### src/rtl/gf1511_inv.sv
// Multiplicative inverse in GF(1511) via Fermat exponentiation a^1509.
// Constant-time square-and-multiply over one shared Barrett-reduced 11x11 multiplier.
module gf1511_inv (
    input  logic        clk,
    input  logic        rst_n,
    input  logic        in_valid,
    output logic        in_ready,
    input  logic [10:0] din_a,
    output logic        out_valid,
    input  logic        out_ready,
    output logic [10:0] dout_r,
    output logic        dout_zero
);

    localparam logic [10:0] Q   = 11'd1511;
    localparam logic [11:0] MU  = 12'd2775;
    localparam logic [10:0] EXP = 11'd1509;

    typedef enum logic [1:0] {IDLE, SQR, MUL, DONE} state_t;

    state_t      state_q, state_d;
    logic [10:0] acc_q, acc_d;
    logic [10:0] a_q, a_d;
    logic [3:0]  idx_q, idx_d;
    logic        zflag_q, zflag_d;

    logic [10:0] mulX, mulY, mulRes, aNorm;
    logic [21:0] prod;
    logic [22:0] est, tq, r0, r1, r2;
    logic [11:0] tHat;

    // Barrett reduction: the estimate undershoots by at most two multiples of Q.
    always_comb begin
        mulX   = acc_q;
        mulY   = (state_q == MUL) ? a_q : acc_q;
        prod   = {11'b0, mulX} * {11'b0, mulY};
        est    = {12'b0, prod[21:11]} * {11'b0, MU};
        tHat   = est[22:11];
        tq     = {11'b0, tHat} * {12'b0, Q};
        r0     = {1'b0, prod} - tq;
        r1     = (r0 >= {12'b0, Q}) ? r0 - {12'b0, Q} : r0;
        r2     = (r1 >= {12'b0, Q}) ? r1 - {12'b0, Q} : r1;
        mulRes = r2[10:0];
    end

    assign aNorm = (din_a >= Q) ? din_a - Q : din_a;

    always_comb begin
        state_d = state_q;
        acc_d   = acc_q;
        a_d     = a_q;
        idx_d   = idx_q;
        zflag_d = zflag_q;
        case (state_q)
            IDLE: begin
                if (in_valid) begin
                    a_d     = aNorm;
                    acc_d   = 11'd1;
                    idx_d   = 4'd10;
                    zflag_d = (aNorm == 11'd0);
                    state_d = SQR;
                end
            end
            SQR: begin
                acc_d   = mulRes;
                state_d = MUL;
            end
            MUL: begin
                // The product is computed every step; only the write is bit-dependent.
                if (EXP[idx_q]) begin
                    acc_d = mulRes;
                end
                if (idx_q != 4'd0) begin
                    idx_d   = idx_q - 4'd1;
                    state_d = SQR;
                end else begin
                    state_d = DONE;
                end
            end
            DONE: begin
                if (out_ready) begin
                    state_d = IDLE;
                end
            end
            default: state_d = IDLE;
        endcase
    end

    always_ff @(posedge clk) begin
        if (!rst_n) begin
            state_q <= IDLE;
            acc_q   <= 11'd0;
            a_q     <= 11'd0;
            idx_q   <= 4'd0;
            zflag_q <= 1'b0;
        end else begin
            state_q <= state_d;
            acc_q   <= acc_d;
            a_q     <= a_d;
            idx_q   <= idx_d;
            zflag_q <= zflag_d;
        end
    end

    assign in_ready  = (state_q == IDLE);
    assign out_valid = (state_q == DONE);
    assign dout_zero = (state_q == DONE) && zflag_q;
    assign dout_r    = ((state_q == DONE) && !zflag_q) ? acc_q : 11'd0;

endmodule

### config.mk
export PLATFORM = sky130hd
export DESIGN_NAME = gf1511_inv
export DESIGN_NICKNAME = d
export VERILOG_FILES = /design/src/rtl/gf1511_inv.sv
export SDC_FILE = /design/constraint.sdc
export NUM_CORES = 1
export LEC_CHECK = 0
export BUFFER_PORTS_ARGS = -buffer_cell sky130_fd_sc_hd__buf_2
export CORE_ASPECT_RATIO = 1.2
export CORE_MARGIN = 1
export CORE_UTILIZATION = 55
export CTS_BUF_LIST = sky130_fd_sc_hd__clkbuf_4
export DETAILED_ROUTE_END_ITERATION = 12
export PLACE_DENSITY = 0.71
export SYNTH_ARGS = -nofsm -noshare
export SYNTH_HDL_FRONTEND = slang
export SYNTH_SLANG_ARGS = --single-unit
### constraint.sdc
create_clock -name clk -period 28.7 [get_ports clk]
set_input_delay 5.74 -clock clk [delete_from_list [all_inputs] [get_ports clk]]
set_output_delay 5.74 -clock clk [all_outputs]
set_load 0.01 [all_outputs]
; ---- Word-level counts from Yosys, hierarchy flattened
; Memory sizes are Yosys's and may differ from the RTL's. A register that Yosys moved wholly into a read port is not among the register bits.
; Index checks and enable logic that the tools add are counted.
[word_totals]
register_bits = 29
output_inout_bits = 14
mem_count = 1
rom_bits = 16
[op_classes]
n_lt_le_gt_ge = 4
add_sub_neg = 5
n_mul = 3
eq_ne = 7
mux = 18
reduce_logical = 12
[mem_list]
columns = memory, depth, word_bits, rd, rd_clocked_by_memory_dff, wr, line
row1 = (no name shown), 16, 1, 1, 1, 0, 70  ; if (EXP[idx_q]) begin
[op_table]
columns = operator, n
row1 = two-way mux 11 bit, 6
row2 = greater-or-equal comparator 23 x 11 -> 1 bit (second input constant), 2
row3 = case mux 11 bit (3 select lines), 1
row4 = multiplier 11 x 12 -> 23 bit (second input constant), 1
row5 = multiplier 12 x 11 -> 23 bit (second input constant), 1
row6 = two-way mux 23 bit, 1
row7 = subtractor 22 x 23 -> 23 bit, 1
row8 = subtractor 23 x 11 -> 23 bit (second input constant), 1
row9 = multiplier 11 x 11 -> 22 bit, 1
row10 = subtractor 11 bit (second input constant), 2
row11 = two-way mux 4 bit, 4
row12 = greater-or-equal comparator 11 bit (second input constant), 1
row13 = zero test 11 bit, 1
row14 = case mux 2 bit (4 select lines), 1
row15 = case mux 4 bit (2 select lines), 1
row16 = two-way mux 2 bit, 3
row17 = inequality test 2 x 1 -> 1 bit (second input constant), 3
row18 = AND reduction 3 bit, 2
row19 = < comparator 4 x 5 -> 1 bit (second input constant), 1
row20 = equality test 2 bit (second input constant), 2
row21 = AND reduction 2 bit, 2
row22 = nonzero test 4 bit, 1
row23 = subtractor 4 x 1 -> 4 bit (second input constant), 1
row24 = nonzero test 3 bit, 1
row25 = 7 further kinds, 8

; ---- Depth between registers and ports, before layout
; Gate-level depths: netlist (run 1).
[depth]
word_depth = 12
ltp_mapped = 84
ltp_nobuf = 79

; ---- Worst setup path before layout (run 1)
; No wires, ideal clock.
[synth_timing]
path_type = register to register
startpoint = register state_q[0]
endpoint = register acc_q[2]
arrival_time_ps = 17485
path_stages_with_launch = 75
required_ps = 28583
path_slack_ps = 11098
path_cell_list = dfxtp_1 inv_1 ha_1 clkbuf_1 buf_1 mux2_2 and2_1 fa_1 ha_1 fa_1 inv_1 fa_1 inv_1 fa_1 ha_1 a21oi_1 o21bai_1 a21oi_1 [39 not listed] a211oi_1 a21oi_1 nor4b_1 o2111ai_2 or2_1 buf_2 buf_1 nand2_1 o21ai_0 ha_1 nand2_1 nor2_1 a21oi_1 o311ai_2 o2111ai_4 nand2_2 a21o_1 a32o_1
[synth_via]
elab_chain_len = 12
word_cells_on_any_way = 20
classes_between = add/sub: 3 / mul: 3 / order compare: 2 / eq/ne: 4 / mux: 5 / reduce/logical: 3
[synth_rtl]
columns = item, line
row1 = start: declaration, 21  ; state_t state_q, state_d;
row2 = start signal: assignment, 97  ; state_q <= state_d;
row3 = equality test 2 bit, "35, 54"
row4 = two-way mux 11 bit, 35  ; mulY = (state_q == MUL) ? a_q : acc_q;
row5 = multiplier 11 x 11 -> 22 bit, 36  ; prod = {11'b0, mulX} * {11'b0, mulY};
row6 = multiplier 11 x 12 -> 23 bit, 37  ; est = {12'b0, prod[21:11]} * {11'b0, MU};
row7 = multiplier 12 x 11 -> 23 bit, 39  ; tq = {11'b0, tHat} * {12'b0, Q};
row8 = subtractor 22 x 23 -> 23 bit, 40  ; r0 = {1'b0, prod} - tq;
row9 = subtractor 23 x 11 -> 23 bit or greater-or-equal comparator 23 x 11 -> 1 bit (tied branches), 41  ; r1 = (r0 >= {12'b0, Q}) ? r0 - {12'b0, Q} : r0;
row10 = two-way mux 23 bit, 41
row11 = greater-or-equal comparator 23 x 11 -> 1 bit or subtractor 11 bit (tied branches), 42  ; r2 = (r1 >= {12'b0, Q}) ? r1 - {12'b0, Q} : r1;
row12 = two-way mux 11 bit, 42
row13 = two-way mux 11 bit, 70
row14 = case mux 11 bit (3 select lines), 54  ; case (state_q)
row15 = end signal: assignment, 92  ; acc_q <= 11'd0;
row16 = end signal: assignment, 98  ; acc_q <= acc_d;
row17 = end: declaration, 22  ; logic [10:0] acc_q, acc_d;
; Parallel ways exist; a longest one is shown, timed or not. The select of a mux whose other input is x is not followed.
; A chain may end at the register's enable or synchronous reset.

; ---- Worst setup path in the final report (run 1)
[layout_timing]
startpoint = register state_q[0]
endpoint = register acc_q[10]
; Same word-level chain as after synthesis.

==> results of run 1 <==
-- cell usage after synthesis, types with 15 or more instances --
master,n
sky130_fd_sc_hd__nand3_1,32
sky130_fd_sc_hd__xor2_1,25
sky130_fd_sc_hd__o21ai_0,45
sky130_fd_sc_hd__o21a_1,22
sky130_fd_sc_hd__nor3_1,24
sky130_fd_sc_hd__nand2_1,127
sky130_fd_sc_hd__nor2_1,67
sky130_fd_sc_hd__fa_1,190
sky130_fd_sc_hd__a211oi_1,19
sky130_fd_sc_hd__inv_1,328
sky130_fd_sc_hd__dfxtp_1,30
sky130_fd_sc_hd__a21o_1,19
sky130_fd_sc_hd__a21oi_1,62
sky130_fd_sc_hd__clkbuf_1,29
sky130_fd_sc_hd__xnor2_1,62
sky130_fd_sc_hd__and2_1,56
sky130_fd_sc_hd__nand2b_1,15
sky130_fd_sc_hd__nor2b_1,40
sky130_fd_sc_hd__ha_1,218
-- layer usage --
layer / wire length [microns] / GRT usage (%) / part of all wire (%) / up-vias
li1: - / - / - / 5327
met1: 13700 / 33.0 / 44 / 5360
met2: 16400 / 47.2 / 52 / 185
met3: 856 / 0.727 / 2.7 / 35
met4: 525 / 5.43 / 1.7 / 0
met5: 0 / 0 / 0 / -
-- critical path, delay by kind of cell (launching register included) --
family,cells,cell delay (ns)
adder cells (fa/ha/maj),20,8.70
AO/OA/AOI/OAI,19,4.72
XOR/XNOR,4,2.11
AND/OR/NAND/NOR,10,1.82
buffers and inverters,11,1.17
multiplexers,1,0.87
flip-flops,1,0.34
-- sequential cells by signal, indices dropped and copies added, names as in the netlist, named ones only --
signal	count
idx_q	4
acc_q	11
zflag_q	1
a_q	11
state_q	2
-- stage by stage --
step / hold slack [ns] / instances
5_1_grt: 0.548 / 1951
6_report: 0.519 / 1951
3_3_place_gp: 0.497 / 1943
4_1_cts: 0.521 / 1951
2_1_floorplan: 0.469 / 1625
3_5_place_dp: 0.507 / 1943
-- area by class of cell --
type	count	area (sq um)	share of cell area, %
Inverter	328	1230	8.65
Timing Repair Buffer	33	178	1.25
Clock inverter	3	11.3	0.0791
Clock buffer	5	37.5	0.264
Sequential cell	30	601	4.22
Multi-Input combinational cell	1227	11800	82.7
Tap cell	325	407	2.86
-- placed cells by master (no fill, tap or decap), types with 9 or more instances in the layout --
master,count
sky130_fd_sc_hd__nand2b_1,15
sky130_fd_sc_hd__nor2_1,67
sky130_fd_sc_hd__mux2_2,9
sky130_fd_sc_hd__and3_1,9
sky130_fd_sc_hd__o21ai_1,10
sky130_fd_sc_hd__nor2b_1,40
sky130_fd_sc_hd__dfxtp_1,30
sky130_fd_sc_hd__inv_1,328
sky130_fd_sc_hd__a21oi_1,62
sky130_fd_sc_hd__or3_1,9
sky130_fd_sc_hd__or2_2,9
sky130_fd_sc_hd__nor3_1,24
sky130_fd_sc_hd__a211oi_1,19
sky130_fd_sc_hd__and2_1,56
sky130_fd_sc_hd__fa_1,190
sky130_fd_sc_hd__ha_1,218
sky130_fd_sc_hd__o21ai_0,45
sky130_fd_sc_hd__a21o_1,19
sky130_fd_sc_hd__buf_2,28
sky130_fd_sc_hd__nand2_1,127
sky130_fd_sc_hd__o21a_1,22
sky130_fd_sc_hd__nand3_1,32
sky130_fd_sc_hd__xnor2_1,62
sky130_fd_sc_hd__xor2_1,25
-- worst paths after layout --
kind	to	slack, ns	depth (start not counted)	from
worst max-delay path	acc_q[10]	8.87	65	state_q[0]
worst min-delay path	a_q[5]	0.52	2	a_q[5]
worst max register to register	acc_q[10]	8.87	65	state_q[0]
worst min register to register	a_q[5]	0.52	2	a_q[5]
-- kinds of logic after synthesis --
| family | Yosys count |
|---|---|
| adder cells (fa/ha/maj) | 408 |
| XOR/XNOR | 88 |
| AND/OR/NAND/NOR | 431 |
| buffers and inverters | 368 |
| multiplexers | 18 |
| flip-flops | 30 |
| AO/OA/AOI/OAI | 282 |
==> results.yml, run 1 <==
status:
  status: "completed"
cells_and_area:
  postLayoutCellArea_sq_um: 14200
  antenna_cells: 0
  synthToLayoutAreaGrowth_pct: 3.34
  final.fill_count: 2230
  utilization_pct: 57.7
  final_layout_size_suffix_gt1_share_pct: 5.47
  final_net_count: 2048
sta:
  drv_slew: 0
  rsz_0062_raised_after_global_routing: "false"
  transition_time_of_the_tightest_slew_check_pin_ns: 1.03
  hold_viol_final: 0
  layout_setup_ws_ns: 8.87
  clock.fmax_mhz: 50.4
  skew_ns: 0.00986
  timing.slew.headroom_pct: 30.7
  timing.final.setup_violations: 0
  setup_tns_ns: 0
  share_of_the_cycle_needed_by_the_critical_path_after_routing_pct: 69.1
  min_clock_period_post_route_ns: 19.83
die:
  design.portCount: 29
  design.core.area_sq_um: 24700
  die_width_microns: 146
  rows: 63
  die-height_microns: 175
  die_area_sq_um: 25700
  starting_density_of_the_core_pct: 55.8
clock_network:
  post_cts_hold_buffer_count: 0
  post_cts.repair.setup_buffers: 0
  clock_sinks: 30
  clk_latency_ns: 0.34
  cts_root_buf: "sky130_fd_sc_hd__clkbuf_4"
  clock_edge_transition_at_the_registers_on_the_reported_setup_and_hold_paths_ns: 0.10
  cts_buffer_depth: 2
  cts_made_buffers: 5
  clock_tree_from_tritoncts: "yes"
  cts.repair.resized: 0
  cts.htree.levels: 2
logic_synthesis:
  synth.lib_cells_used.distinct: 94
  syn_area_cell_sq_um: 8.48
  synth-adder-area-share_pct: 47.4
  async_set_reset_flop_share_out_of_synthesis_pct: 0
  synth-seq-cells: 30
  synth_edf_count: 0
  yosysTopAreaCell: "sky130_fd_sc_hd__fa_1"
  synth_top_family_by_area: "adder cells"
  total_number_of_yosys_warnings: 0
  nets_in_the_synthesized_netlist: 2048
  mappedNetlistArea_sq_um: 13800
  simple_gate_portion_of_the_synthesized_area_pct: 16.1
  post_synth_main_area_contributors: "sky130_fd_sc_hd__fa_1 28%, sky130_fd_sc_hd__ha_1 20%, sky130_fd_sc_hd__inv_1 8.9%"
  postSynth.topFlopCell: "sky130_fd_sc_hd__dfxtp_1"
  synthMuxAreaShare_pct: 1.42
  post_synth_inst_count: 1625
  synth-seq-area-share_pct: 4.36
  yosys_top_cell_area_share_pct: 27.6
  xor_xnor_share_of_the_synthesized_area_pct: 5.65
  synthesized_area_fraction_occupied_by_ao_oa_aoi_and_oai_cells_pct: 14.8
grt:
  number_of_antenna_violations_at_the_first_check_in_global_routing: 0
  first_global_vias: 11000
  global_route.usage.total_pct: 25.5
  grt_max_degree: 20
  wire_length_of_the_first_global_routing_pass_microns: 53700
  globalRoute.totalOverflow: 0
drt:
  detailedRoute.firstPassIterationCount: 5
  wirelength_microns: 31500
  vias: 10900
  antenna_left: 0
  avgRoutedWirePerCell_microns: 16.2
  drcViolationCount: 0
  vias_per_cell: 5.59
  number_of_drc_violations_after_detailed_routing_iteration_0: 464
place:
  gpl.final_weighted_congestion: 0.905
  placed_area_sq_um: 14200
  place_ws_ns: 8.99
  io_buffers: 28
  post-dp-hpwl_microns: 27300
critical_path:
  timing.critical_path.slowest_stage_cell: "sky130_fd_sc_hd__mux2i_1"
  required_ns: 28.99
  critical_path.endpoint_type: "flop"
  path_class: "reg2reg"
  critical_path.max_stage_delay_ns: 0.87
  path_max_fanout: 17
  start_kind: "flop"
  path_common_cell: "sky130_fd_sc_hd__fa_1"
  critical_path_arrival_ns: 20.13
job:
  max_cap_viol_count: 0
hold_path:
  hold_path.class: "reg2reg"
Power of run 1 is left out: the tool's default activity adds up to more than one toggle a clock period on the data nets, which glitch-free logic cannot reach.
==> run 2: changes to the inputs <==
- PLACE_DENSITY: 0.71 -> 0.74
- clock period: 28.7 -> 16.3 ns (I/O delays scaled with it)
==> run 2 against run 1 <==
Effect of this change: count of clock-buffer cells in the layout did not move; global-route usage up 1.9 points; critical path depth is 4 higher; wire length is 10% higher; sequential cell count did not move; sequential share of layout area down 0.50 points; worst hold slack better by 0.018 ns; final cell count increased by 7.3%; core utilization grew 8.0 points; non-clock buffer count is 142 higher; setup slack got worse by 8.9 ns; via count is 7.1% higher; largest cell class unchanged.
==> results.yml, run 2 (synthesis results as in run 1) <==
grt:
  wire_length_of_the_first_global_routing_pass_microns: 57400
  globalRoute.totalOverflow: 0
  first_global_vias: 12000
  global_route.usage.total_pct: 27.3
  number_of_antenna_violations_at_the_first_check_in_global_routing: 0
  grt_max_degree: 20
drt:
  wirelength_microns: 34700
  drcViolationCount: 0
  avgRoutedWirePerCell_microns: 16.6
  vias: 11700
  antenna_left: 0
  vias_per_cell: 5.58
  detailedRoute.firstPassIterationCount: 5
  number_of_drc_violations_after_detailed_routing_iteration_0: 611
die:
  die_width_microns: 146
  starting_density_of_the_core_pct: 55.8
  die_area_sq_um: 25700
  die-height_microns: 175
  rows: 63
  design.core.area_sq_um: 24700
  design.portCount: 29
clock_network:
  clock_sinks: 30
  post_cts_hold_buffer_count: 0
  clock_tree_from_tritoncts: "yes"
  cts_buffer_depth: 2
  clock_edge_transition_at_the_registers_on_the_reported_setup_and_hold_paths_ns: 0.11
  cts_made_buffers: 5
  cts.htree.levels: 2
  cts_root_buf: "sky130_fd_sc_hd__clkbuf_4"
  clk_latency_ns: 0.36
place:
  gpl.final_weighted_congestion: 0.958
  io_buffers: 28
  place_ws_ns: -0.314
  dp_cell_count: 2061
  post-dp-hpwl_microns: 29500
  placed_area_sq_um: 15400
sta:
  rsz_0062_raised_after_global_routing: "true"
  clock.fmax_mhz: 61.4
  transition_time_of_the_tightest_slew_check_pin_ns: 0.665
  skew_ns: 0.0135
  timing.final.setup_violations: 0
  timing.slew.headroom_pct: 55.6
  min_clock_period_post_route_ns: 16.29
  share_of_the_cycle_needed_by_the_critical_path_after_routing_pct: 99.9
  hold_viol_final: 0
  layout_setup_ws_ns: 0.0108
  drv_slew: 0
critical_path:
  timing.critical_path.slowest_stage_cell: "sky130_fd_sc_hd__fa_1"
  start_kind: "flop"
  critical_path.endpoint_type: "flop"
  critical_path.max_stage_delay_ns: 0.57
  required_ns: 16.54
  path_class: "reg2reg"
  critical_path_arrival_ns: 16.53
  path_max_fanout: 7
  timing.reg2reg.worst_path_depth: 69
  path_common_cell: "sky130_fd_sc_hd__fa_1"
job:
  max_cap_viol_count: 0
cells_and_area:
  antenna_cells: 0
  synthToLayoutAreaGrowth_pct: 17.6
  final_cell_mix: "317 x sky130_fd_sc_hd__inv_1, 200 x sky130_fd_sc_hd__ha_1, 189 x sky130_fd_sc_hd__fa_1"
  final_layout_size_suffix_gt1_share_pct: 19.9
  final-instance-count-excl-fill: 2093
  layout_top_registers: "a_q x11, acc_q x11, idx_q x4"
  final_net_count: 2190
  layout_commonest_cell: "sky130_fd_sc_hd__inv_1"
  postLayoutCellArea_sq_um: 16200
status:
  status: "completed"
hold_path:
  cells_on_worst_hold_path: 2
  hold_path.class: "reg2reg"
==> run 2: cell types whose count changed in the layout (fill, tap and decap cells not counted), sizes merged <==
| cell | before | now |
|---|---|---|
| buf | 33 | 175 |
| clkinvlp | 0 | 2 |
| clkinv | 3 | 2 |
| inv | 328 | 327 |
==> run 2: worst max-delay path: cells and delay by family (launching register included) <==
| kind | cells | cell delay (ns) |
|---|---|---|
| fa+ha+maj | 20 | 8.13 |
| compound gates | 18 | 2.94 |
| simple gates | 9 | 1.89 |
| buf+inv | 16 | 1.53 |
| xor+xnor | 5 | 0.99 |
| flops | 1 | 0.35 |
| mux | 1 | 0.34 |
==> run 2: path summary, 6_finish.rpt <==
check | slack, ns | end | from
max | 0.01 | acc_q[0] | state_q[0]
min | 0.54 | a_q[5] | a_q[5]
max reg2reg | 0.01 | acc_q[0] | state_q[0]
min reg2reg | 0.54 | a_q[5] | a_q[5]
==> run 2: cell type report <==
class / count / area, sq um
Multi-Input combinational cell: 1227 / 12600
Inverter: 328 / 1230
Fill cell: 1981 / 8470
Timing Repair Buffer: 175 / 1290
Clock inverter: 3 / 16.3
Sequential cell: 30 / 602
Tap cell: 325 / 407
Clock buffer: 5 / 37.5
==> run 2: timing repair <==
action,4_1_cts,5_1_grt
setup buffers,2,23
gates resized for setup,13,84
pin swaps,8,80
endpoints found under the setup margin,10,11
hold endpoints to repair,0,0
==> run 2: metrics by stage <==
stage          hold slack [ns]  util [%]  TNS [ns]
2_1_floorplan            0.469         -         0
3_3_place_gp             0.488      62.5         0
3_5_place_dp             0.513      62.5     -2.67
4_1_cts                  0.528      63.0         0
5_1_grt                  0.558      65.7     -6.36
6_report                 0.537      65.7         0
==> run 2: routing by layer <==
metal / global-route usage [%] / wire length, microns / vias up
met4: 8.51 / 971 / 0
met5: 0 / 0 / -
met3: 1.48 / 1060 / 74
met2: 51.2 / 18500 / 274
li1: - / - / 5612
met1: 33.5 / 14200 / 5721
Power of run 2 is left out for the same reason.
==> run 3: changes to the inputs <==
- CORE_ASPECT_RATIO: 1.2 -> 1.25
==> run 3 against run 2 <==
Effect of this change: global-route usage increased by 0.34 points; clock skew is 0.0018 ns lower; core utilization increased by 0.48 points; final cell count increased by 0.76%; sequential cell count did not move; register-to-register slack about the same; sequential share of layout area hardly changed.
==> results.yml, run 3 (synthesis results as in run 1) <==
status:
  status: "completed"
grt:
  wire_length_of_the_first_global_routing_pass_microns: 56700
  global_route.usage.total_pct: 27.7
  first_global_vias: 11900
  number_of_antenna_violations_at_the_first_check_in_global_routing: 0
  globalRoute.totalOverflow: 0
  grt_max_degree: 20
critical_path:
  worst_r2r_endpoint: "acc_q[2]"
  timing.critical_path.slowest_stage_cell: "sky130_fd_sc_hd__fa_1"
  crit_path_end: "acc_q[2]"
  cp-startpoint: "state_q[0]"
  critical_path_arrival_ns: 16.54
  reg2reg_from: "state_q[0]"
  critical_path.endpoint_type: "flop"
  critical_path.max_stage_delay_ns: 0.58
  path_max_fanout: 8
  required_ns: 16.55
  path_common_cell: "sky130_fd_sc_hd__fa_1"
  setup.reg_to_reg.worst_slack_ns: 0.007
  start_kind: "flop"
  path_class: "reg2reg"
  timing.reg2reg.worst_path_depth: 66
clock_network:
  cts_buffer_depth: 2
  cts_made_buffers: 5
  clk_latency_ns: 0.36
  cts.htree.levels: 2
  clock_edge_transition_at_the_registers_on_the_reported_setup_and_hold_paths_ns: 0.10
  clock_sinks: 30
  cts_root_buf: "sky130_fd_sc_hd__clkbuf_4"
  clock_tree_from_tritoncts: "yes"
  post_cts_hold_buffer_count: 0
cells_and_area:
  postLayoutCellArea_sq_um: 16200
  layout_top_registers: "a_q x11, acc_q x11, idx_q x4"
  final_net_count: 2201
  layout_commonest_cell: "sky130_fd_sc_hd__inv_1"
  antenna_cells: 0
  final_cell_mix: "319 x sky130_fd_sc_hd__inv_1, 204 x sky130_fd_sc_hd__ha_1, 190 x sky130_fd_sc_hd__fa_1"
  final-instance-count-excl-fill: 2109
  synthToLayoutAreaGrowth_pct: 17.7
  final_layout_size_suffix_gt1_share_pct: 20.0
place:
  post-dp-hpwl_microns: 29400
  gpl.final_weighted_congestion: 0.891
  placed_area_sq_um: 15500
  io_buffers: 28
  dp_cell_count: 2078
hold_path:
  hold_path.class: "reg2reg"
sta:
  timing.slew.headroom_pct: 18.3
  hold_viol_final: 0
  clock.fmax_mhz: 61.4
  timing.final.setup_violations: 0
  rsz_0062_raised_after_global_routing: "true"
  transition_time_of_the_tightest_slew_check_pin_ns: 1.22
  drv_slew: 0
  share_of_the_cycle_needed_by_the_critical_path_after_routing_pct: 100
  min_clock_period_post_route_ns: 16.29
  skew_ns: 0.0117
die:
  die_width_microns: 144
  starting_density_of_the_core_pct: 56.2
  die_area_sq_um: 25700
  design.portCount: 29
  rows: 64
  design.core.area_sq_um: 24500
  die-height_microns: 179
drt:
  wirelength_microns: 34900
  vias_per_cell: 5.57
  number_of_drc_violations_after_detailed_routing_iteration_0: 441
  avgRoutedWirePerCell_microns: 16.6
  vias: 11700
  antenna_left: 0
  drcViolationCount: 0
  detailedRoute.firstPassIterationCount: 5
job:
  max_cap_viol_count: 0
-- run 3: cell types whose count changed in the layout (fill, tap and decap cells not counted), sizes merged --
cell | previous run | this run
buf | 175 | 186
-- run 3: per-stage QoR --
stage,setup slack [ns],TNS [ns],hold WS [ns],util [%]
finish,0.00654,0,0.515,66.2
global route,-0.590,-5.38,0.537,66.2
CTS,0.000615,0,0.521,63.9
detailed placement,-0.421,-3.51,0.497,63.3
global placement,-0.0270,-0.0362,0.485,63.3
floorplan,0.00973,0,0.469,-
-- run 3: worst min-delay path by stage --
stage                          start         end  slack (ns)  cells past startpoint
after floorplan              zflag_q     zflag_q        0.47                      2
after global placement       zflag_q     zflag_q        0.49                      2
after detailed placement     zflag_q     zflag_q        0.50                      2
after CTS                    zflag_q     zflag_q        0.52                      2
after global routing      state_q[0]  state_q[0]        0.54                      2
final                        zflag_q     zflag_q        0.51                      2
-- run 3: layer usage --
metal / part of all wire, % / vias up / wire, microns / global-route usage [%]
li1: - / 5634 / - / -
met1: 40 / 5790 / 14100 / 32.7
met2: 53 / 257 / 18600 / 52.2
met3: 3.5 / 65 / 1210 / 2.08
met4: 2.9 / 0 / 1030 / 9.62
met5: 0 / - / 0 / 0
-- run 3: what timing repair did --
item | in CTS | in global routing
pin swaps | 10 | 56
gates resized for setup | 16 | 78
setup buffers | 0 | 23
setup endpoints to repair | 11 | 11
-- run 3: critical path, delay by kind of cell (launching register included) --
| kind | cells | cell delay, ns |
|---|---|---|
| buffers and inverters | 12 | 1.10 |
| muxes | 1 | 0.35 |
| DFF | 1 | 0.35 |
| xor gates and xnor gates | 4 | 0.67 |
| adders and majority gates | 20 | 8.45 |
| and+or+nand+nor | 10 | 1.48 |
| AOI/OAI and AO/OA | 19 | 3.74 |
-- run 3: cell type report --
cell class / count / area (sq um)
inverters: 328 / 1230
well taps: 330 / 413
flip-flops and latches: 30 / 603
clock buffers: 5 / 37.5
clock inverters: 3 / 16.3
multi-input cells: 1227 / 12600
fillers: 2006 / 8290
repair buffers: 186 / 1340
Power of run 3 is left out for the same reason.
